$ cat src/rtl/ternary_fabric_pkg.sv
// Shared definitions for the ternary fabric lane engines: trit encodings,
// geometry constants, sequencer state encoding and the trit product helper.
package ternary_fabric_pkg;

   localparam int LANES          = 15;
   localparam int TRITS_PER_WORD = 12;
   localparam int SRAM_AW        = 10;
   localparam int ACC_W          = 32;

   typedef enum logic [1:0] {
      TRIT_ZERO = 2'b00,
      TRIT_POS  = 2'b01,
      TRIT_INV  = 2'b10,
      TRIT_NEG  = 2'b11
   } trit_e;

   typedef enum logic [2:0] {
      ST_IDLE,
      ST_RUN,
      ST_DRAIN,
      ST_DONE,
      ST_HOLD
   } seq_state_e;

   // Invalid codes behave as zero, so only POS/NEG pairs contribute.
   function automatic logic signed [4:0] trit_prod(input logic [1:0] a, input logic [1:0] b);
      logic a_nz;
      logic b_nz;
      a_nz = (a == TRIT_POS) || (a == TRIT_NEG);
      b_nz = (b == TRIT_POS) || (b == TRIT_NEG);
      if (!(a_nz && b_nz))
         return 5'sd0;
      return (a == b) ? 5'sd1 : -5'sd1;
   endfunction

endpackage

$ cat src/rtl/ternary_lane_sequencer_if.sv
// Bundle between the AXI control/SRAM-load interconnect, the two SRAMs and
// the lane sequencer. The sequencer side uses the slave modport.
interface ternary_lane_sequencer_if #(
   parameter int LANES = ternary_fabric_pkg::LANES,
   parameter int AW    = ternary_fabric_pkg::SRAM_AW,
   parameter int ACC_W = ternary_fabric_pkg::ACC_W
);
   // Handshake: fabric_start is a level held until fabric_done (one-cycle
   // pulse) is seen; SRAM rdata is valid the cycle after its re strobe.
   logic                   fabric_start;
   logic [31:0]            fabric_base_addr;
   logic [15:0]            fabric_depth;
   logic [7:0]             fabric_stride;
   logic [31:0]            fabric_exec_hints;
   logic [15:0]            fabric_lane_count;
   logic                   fabric_done;
   logic                   busy;
   logic [LANES*ACC_W-1:0] vector_results;
   logic                   weight_re;
   logic [AW-1:0]          weight_raddr;
   logic [23:0]            weight_rdata;
   logic                   input_re;
   logic [AW-1:0]          input_raddr;
   logic [23:0]            input_rdata;

   modport slave (
      input  fabric_start, fabric_base_addr, fabric_depth, fabric_stride,
             fabric_exec_hints, fabric_lane_count, weight_rdata, input_rdata,
      output fabric_done, busy, vector_results, weight_re, weight_raddr,
             input_re, input_raddr
   );

   modport master (
      output fabric_start, fabric_base_addr, fabric_depth, fabric_stride,
             fabric_exec_hints, fabric_lane_count, weight_rdata, input_rdata,
      input  fabric_done, busy, vector_results, weight_re, weight_raddr,
             input_re, input_raddr
   );

endinterface

$ cat src/rtl/ternary_dot12.sv
// Combinational signed dot product of two packed 12-trit words (-12..+12).
module ternary_dot12
   import ternary_fabric_pkg::*;
(
   input  logic [2*TRITS_PER_WORD-1:0] i_w,
   input  logic [2*TRITS_PER_WORD-1:0] i_x,
   output logic signed [4:0]           o_dot
);

   always_comb begin
      o_dot = '0;
      for (int t = 0; t < TRITS_PER_WORD; t++)
         o_dot = o_dot + trit_prod(i_w[2*t +: 2], i_x[2*t +: 2]);
   end

endmodule

$ cat src/rtl/ternary_lane_sequencer.sv
// Lane-major ternary dot-product sequencer: streams weight/input word pairs
// from the SRAMs and accumulates one signed 32-bit result per lane.
module ternary_lane_sequencer
   import ternary_fabric_pkg::*;
(
   input  logic                     s_axi_aclk,
   input  logic                     s_axi_areset,
   ternary_lane_sequencer_if.slave  bus,
   output seq_state_e               o_state
);

   localparam int AW = SRAM_AW;

   seq_state_e          r_state;
   logic [AW-1:0]       r_row;
   logic [AW-1:0]       r_waddr;
   logic [AW-1:0]       r_iaddr;
   logic [15:0]         r_depth;
   logic [15:0]         r_k;
   logic [7:0]          r_stride;
   logic [3:0]          r_lanes;
   logic [3:0]          r_l;
   logic [3:0]          r_lane_d;
   logic                r_re;
   logic                r_vld;
   logic                r_done;
   logic [ACC_W-1:0]    r_acc [LANES];

   logic [3:0]          w_lanes;
   logic                w_empty;
   logic                w_last_k;
   logic                w_last;
   logic                w_clear;
   logic signed [4:0]   w_dot;
   logic                w_unused_cfg;

   assign w_lanes  = (bus.fabric_lane_count > 16'(LANES)) ? 4'(LANES) : bus.fabric_lane_count[3:0];
   assign w_empty  = (w_lanes == 4'd0) || (bus.fabric_depth == 16'd0);
   assign w_last_k = (r_k == r_depth - 16'd1);
   assign w_last   = w_last_k && (r_l == r_lanes - 4'd1);
   assign w_clear  = (r_state == ST_IDLE) && bus.fabric_start && !bus.fabric_exec_hints[0];
   assign w_unused_cfg = ^{bus.fabric_base_addr[31:AW], bus.fabric_exec_hints[31:1]};

   ternary_dot12 u_dot12 (
      .i_w   (bus.weight_rdata),
      .i_x   (bus.input_rdata),
      .o_dot (w_dot)
   );

   always_ff @(posedge s_axi_aclk) begin
      if (s_axi_areset) begin
         r_state  <= ST_IDLE;
         r_row    <= '0;
         r_waddr  <= '0;
         r_iaddr  <= '0;
         r_depth  <= '0;
         r_k      <= '0;
         r_stride <= '0;
         r_lanes  <= '0;
         r_l      <= '0;
         r_lane_d <= '0;
         r_re     <= 1'b0;
         r_vld    <= 1'b0;
         r_done   <= 1'b0;
         for (int i = 0; i < LANES; i++)
            r_acc[i] <= '0;
      end else begin
         // Lane index travels one cycle behind the read it belongs to.
         r_vld    <= r_re;
         r_lane_d <= r_l;
         r_done   <= 1'b0;
         case (r_state)
            ST_IDLE: begin
               if (bus.fabric_start) begin
                  r_depth  <= bus.fabric_depth;
                  r_stride <= bus.fabric_stride;
                  r_lanes  <= w_lanes;
                  r_row    <= bus.fabric_base_addr[AW-1:0];
                  r_waddr  <= bus.fabric_base_addr[AW-1:0];
                  r_iaddr  <= '0;
                  r_k      <= '0;
                  r_l      <= '0;
                  r_re     <= !w_empty;
                  r_state  <= w_empty ? ST_DRAIN : ST_RUN;
               end
            end
            ST_RUN: begin
               if (w_last) begin
                  r_re    <= 1'b0;
                  r_state <= ST_DRAIN;
               end else if (w_last_k) begin
                  r_k     <= '0;
                  r_l     <= r_l + 4'd1;
                  r_row   <= r_row + AW'(r_stride);
                  r_waddr <= r_row + AW'(r_stride);
                  r_iaddr <= '0;
               end else begin
                  r_k     <= r_k + 16'd1;
                  r_waddr <= r_waddr + AW'(1);
                  r_iaddr <= r_iaddr + AW'(1);
               end
            end
            ST_DRAIN: begin
               r_done  <= 1'b1;
               r_state <= ST_DONE;
            end
            ST_DONE: r_state <= ST_HOLD;
            ST_HOLD: if (!bus.fabric_start) r_state <= ST_IDLE;
            default: r_state <= ST_IDLE;
         endcase
         for (int i = 0; i < LANES; i++) begin
            if (w_clear)
               r_acc[i] <= '0;
            else if (r_vld && (r_lane_d == 4'(i)))
               r_acc[i] <= r_acc[i] + {{(ACC_W-5){w_dot[4]}}, w_dot};
         end
      end
   end

   assign bus.fabric_done  = r_done;
   assign bus.busy         = (r_state == ST_RUN) || (r_state == ST_DRAIN) || (r_state == ST_DONE) ||
                             ((r_state == ST_IDLE) && bus.fabric_start);
   assign bus.weight_re    = r_re;
   assign bus.weight_raddr = r_waddr;
   assign bus.input_re     = r_re;
   assign bus.input_raddr  = r_iaddr;
   assign o_state          = r_state;

   always_comb begin
      bus.vector_results = '0;
      for (int i = 0; i < LANES; i++)
         bus.vector_results[i*ACC_W +: ACC_W] = r_acc[i];
   end

endmodule

$ cat src/flat_wrapper.sv
// flat-port wrapper written by rule: the top's interface ports become plain ports
module ternary_lane_sequencer_flat import ternary_fabric_pkg::*;
  (s_axi_aclk, s_axi_areset, o_state, bus_fabric_start, bus_fabric_base_addr, bus_fabric_depth, bus_fabric_stride, bus_fabric_exec_hints, bus_fabric_lane_count, bus_weight_rdata, bus_input_rdata, bus_fabric_done, bus_busy, bus_vector_results, bus_weight_re, bus_weight_raddr, bus_input_re, bus_input_raddr);
  ternary_lane_sequencer_if bus_i ();
  input  logic s_axi_aclk;
  input  logic s_axi_areset;
  output seq_state_e o_state;
  input wire logic [$bits(bus_i.fabric_start)-1:0] bus_fabric_start;
  input wire logic [$bits(bus_i.fabric_base_addr)-1:0] bus_fabric_base_addr;
  input wire logic [$bits(bus_i.fabric_depth)-1:0] bus_fabric_depth;
  input wire logic [$bits(bus_i.fabric_stride)-1:0] bus_fabric_stride;
  input wire logic [$bits(bus_i.fabric_exec_hints)-1:0] bus_fabric_exec_hints;
  input wire logic [$bits(bus_i.fabric_lane_count)-1:0] bus_fabric_lane_count;
  input wire logic [$bits(bus_i.weight_rdata)-1:0] bus_weight_rdata;
  input wire logic [$bits(bus_i.input_rdata)-1:0] bus_input_rdata;
  output wire logic [$bits(bus_i.fabric_done)-1:0] bus_fabric_done;
  output wire logic [$bits(bus_i.busy)-1:0] bus_busy;
  output wire logic [$bits(bus_i.vector_results)-1:0] bus_vector_results;
  output wire logic [$bits(bus_i.weight_re)-1:0] bus_weight_re;
  output wire logic [$bits(bus_i.weight_raddr)-1:0] bus_weight_raddr;
  output wire logic [$bits(bus_i.input_re)-1:0] bus_input_re;
  output wire logic [$bits(bus_i.input_raddr)-1:0] bus_input_raddr;
  assign bus_i.fabric_start = bus_fabric_start;
  assign bus_i.fabric_base_addr = bus_fabric_base_addr;
  assign bus_i.fabric_depth = bus_fabric_depth;
  assign bus_i.fabric_stride = bus_fabric_stride;
  assign bus_i.fabric_exec_hints = bus_fabric_exec_hints;
  assign bus_i.fabric_lane_count = bus_fabric_lane_count;
  assign bus_i.weight_rdata = bus_weight_rdata;
  assign bus_i.input_rdata = bus_input_rdata;
  assign bus_fabric_done = bus_i.fabric_done;
  assign bus_busy = bus_i.busy;
  assign bus_vector_results = bus_i.vector_results;
  assign bus_weight_re = bus_i.weight_re;
  assign bus_weight_raddr = bus_i.weight_raddr;
  assign bus_input_re = bus_i.input_re;
  assign bus_input_raddr = bus_i.input_raddr;
  ternary_lane_sequencer u_core (.s_axi_aclk(s_axi_aclk), .s_axi_areset(s_axi_areset), .bus(bus_i), .o_state(o_state));
endmodule
$ cat config.mk
export PLATFORM = sky130hd
export DESIGN_NAME = ternary_lane_sequencer_flat
export DESIGN_NICKNAME = d
export VERILOG_FILES = /design/src/rtl/ternary_fabric_pkg.sv /design/src/rtl/ternary_lane_sequencer_if.sv /design/src/rtl/ternary_dot12.sv /design/src/rtl/ternary_lane_sequencer.sv /design/src/flat_wrapper.sv
export SDC_FILE = /design/constraint.sdc
export NUM_CORES = 2
export LEC_CHECK = 0
export ABC_CLOCK_PERIOD_IN_PS = 29300
export BUFFER_PORTS_ARGS = -buffer_cell sky130_fd_sc_hd__buf_2
export CORE_UTILIZATION = 45
export DETAILED_ROUTE_END_ITERATION = 10
export PLACE_DENSITY = 0.76
export SYNTH_ARGS = -nofsm -noshare
export SYNTH_HDL_FRONTEND = slang
export SYNTH_HIERARCHICAL = 1
export SYNTH_SLANG_ARGS = --single-unit
$ cat constraint.sdc
create_clock -name s_axi_aclk -period 29.3 [get_ports s_axi_aclk]
set_clock_uncertainty 0.05 [all_clocks]
set_input_delay 1.465 -clock s_axi_aclk [delete_from_list [all_inputs] [get_ports s_axi_aclk]]
set_output_delay 1.465 -clock s_axi_aclk [all_outputs]
set_load 0.005 [all_outputs]
==> impl_metrics.ini <==
[worst_setup_path]
endpoint_kind = register
crit_slowest_cell = buf_4
cp_max_fo = 120
crit_arrival_ns = 10.93
required_ns = 29.62
cp-start-kind = input port
critPathKind = input port to register
slowest_delay_ns = 0.67
crit_top_cell = fa_1

[timing]
relSlewSlack_pct = 19.3
hold_viol_final = 0
min_period_ns = 10.61
tightest_slew_ns = 1.21
setup_tns_ns = 0
slew_viol_final = 0
rsz0062_at_grt = no
period_share_pct = 36.2
setup_viol = 0
max_freq_mhz = 94.3

[global_routing]
grtUsageTotal_pct = 24.3
grt.overflow.total = 0
grt_max_degree = 121
grt_pass1_vias = 35600
grt_pass1_wl_mm = 192
antenna_found_initial = 2

[synthesis]
ys_async_sr_fraction_pct = 0
synthFlopType = edfxtp_1
syn_inst = 4602
yosysWarnings = 6
synth-edff-count = 480
post_synth_num_cell_types = 82
syn_nets = 5287
yosysMostFrequentCell = nor2_1
seq_area_frac_synth_pct = 37.1
syn_area_sq_mm = 0.0436
synth.top_cell.area_share_pct = 33.1
synth.avg_cell_area_sq_um = 9.47
synth_seq_cells = 568
yosys.area.top_type = edfxtp_1
synth_common_cells = nor2_1, ha_1, edfxtp_1
synth.area.top_cells = edfxtp_1, ha_1, nor2_1

[floorplanning]
fp.dieArea_sq_mm = 0.0981
rows = 113
dieHeight_microns = 313
coreArea_sq_mm = 0.0954
boundaryPins = 662
chipWidth_microns = 313
initial_core_util_pct = 45.7

[cts]
cts_resized = 0
cts_setup_buffers = 0
clk_path_buf_depth = 3
htreeDepth = 3
insertion_delay_ns = 0.64
ctsHoldBuffers = 0
root_buffer = clkbuf_16
cts_inserted_buffers = 72
cts_tree = built
clock-sinks = 568
cts.reportedPaths.clkPinSlew_ns = 0.06

[layout]
area_delta_synth_final_pct = 16.0
nets = 5920
final_layout_size_suffix_gt1_share_pct = 15.5

[placement]
dp_hpwl_mm = 90.9
io_buffers = 608
gp_congestion = 0.931

[run]
drv_cap = 0

[detailed_routing]
ant_nets = 0
wire_per_inst_microns = 19.0
drc = 0
num_vias = 37600
drt-vias-per-instance = 5.73
wl_mm = 125
first_pass_iters = 6
drtIter0Drc = 3008

[hold_path]
hp-class = register to register

[run_status]
status = completed
## worst paths after layout
kind | endpoint | slack (ns) | from | depth (start not counted)
worst max register to register | u_core/r_acc[0][198] | 24.31 | u_core/o_state[1] | 10
worst min register to register | u_core/r_stride[5] | 0.42 | u_core/r_stride[5] | 2
worst min-delay path | u_core/r_stride[5] | 0.42 | u_core/r_stride[5] | 2
worst max-delay path | u_core/r_acc[1][127] | 18.69 | bus_input_rdata[0] | 29
## cell type report
class	count	area (sq um)
Clock inverter	34	270
Fill cell	8571	44800
Sequential cell	568	16200
Tap cell	1265	1580
Antenna cell	2	5.00
Inverter	156	586
Clock buffer	95	2040
Multi-Input combinational cell	3785	26600
Timing Repair Buffer	652	3390
## layer usage
metal | vias up | GRT usage (%) | share of wire, %
li1 | 18400 | - | -
met1 | 17800 | 30.7 | 43
met2 | 1151 | 40.4 | 47
met3 | 218 | 5.62 | 6.9
met4 | 0 | 9.06 | 3.4
met5 | - | 0 | 0
## metrics by stage
stage                     area [sq um]  setup WS (ns)  util [%]  hold slack [ns]  cells
after CTS                        50600          18.88      53.0            0.424   6555
after global placement           48300          18.31      50.6            0.409   6426
after global routing             50600          18.30      53.0            0.446   6556
final                            50600          18.69      53.0            0.419   6557
after detailed placement         48300          18.28      50.6            0.414   6426
after floorplan                  43600          12.05         -            0.390   4602
## cell families after synthesis
group,Yosys count,share of synthesized area (%)
multiplexers,5,0.115
XOR/XNOR,431,8.72
flip-flops,568,37.1
AND/OR/NAND/NOR,1533,16.7
AO/OA/AOI/OAI,1286,19.3
buffers and inverters,249,2.20
adder cells (fa/ha/maj),530,15.9
## state kept, by name, indices dropped and copies added (netlist names)
signal and flops:
u_core/bus.fabric_done 1, u_core/bus.input_raddr 10, u_core/bus.input_re 1, u_core/bus.weight_raddr 10
u_core/o_state 3, u_core/r_acc 480, u_core/r_depth 16, u_core/r_k 16
u_core/r_l 4, u_core/r_lane_d 4, u_core/r_lanes 4, u_core/r_row 10
u_core/r_stride 8, u_core/r_vld 1
## cells in the final DEF (no fill, tap or decap), types with 202 or more instances in the layout
cell type and count:
buf_2 608, nor2_1 592, ha_1 488, edfxtp_1 480, a21oi_1 336, nand2_1 285, a21o_1 274, xnor2_1 216
xor2_1 213, o21ai_0 202
## critical path: cells and delay by family
kind	cells	cell delay, ns
simple gates	1	0.06
fa+ha+maj	9	3.82
compound gates	9	2.10
buf+inv	7	2.07
xor+xnor	3	1.09
Power is not shown: default switching activity piles up to over one toggle a cycle in this logic, so the estimate is an artifact.
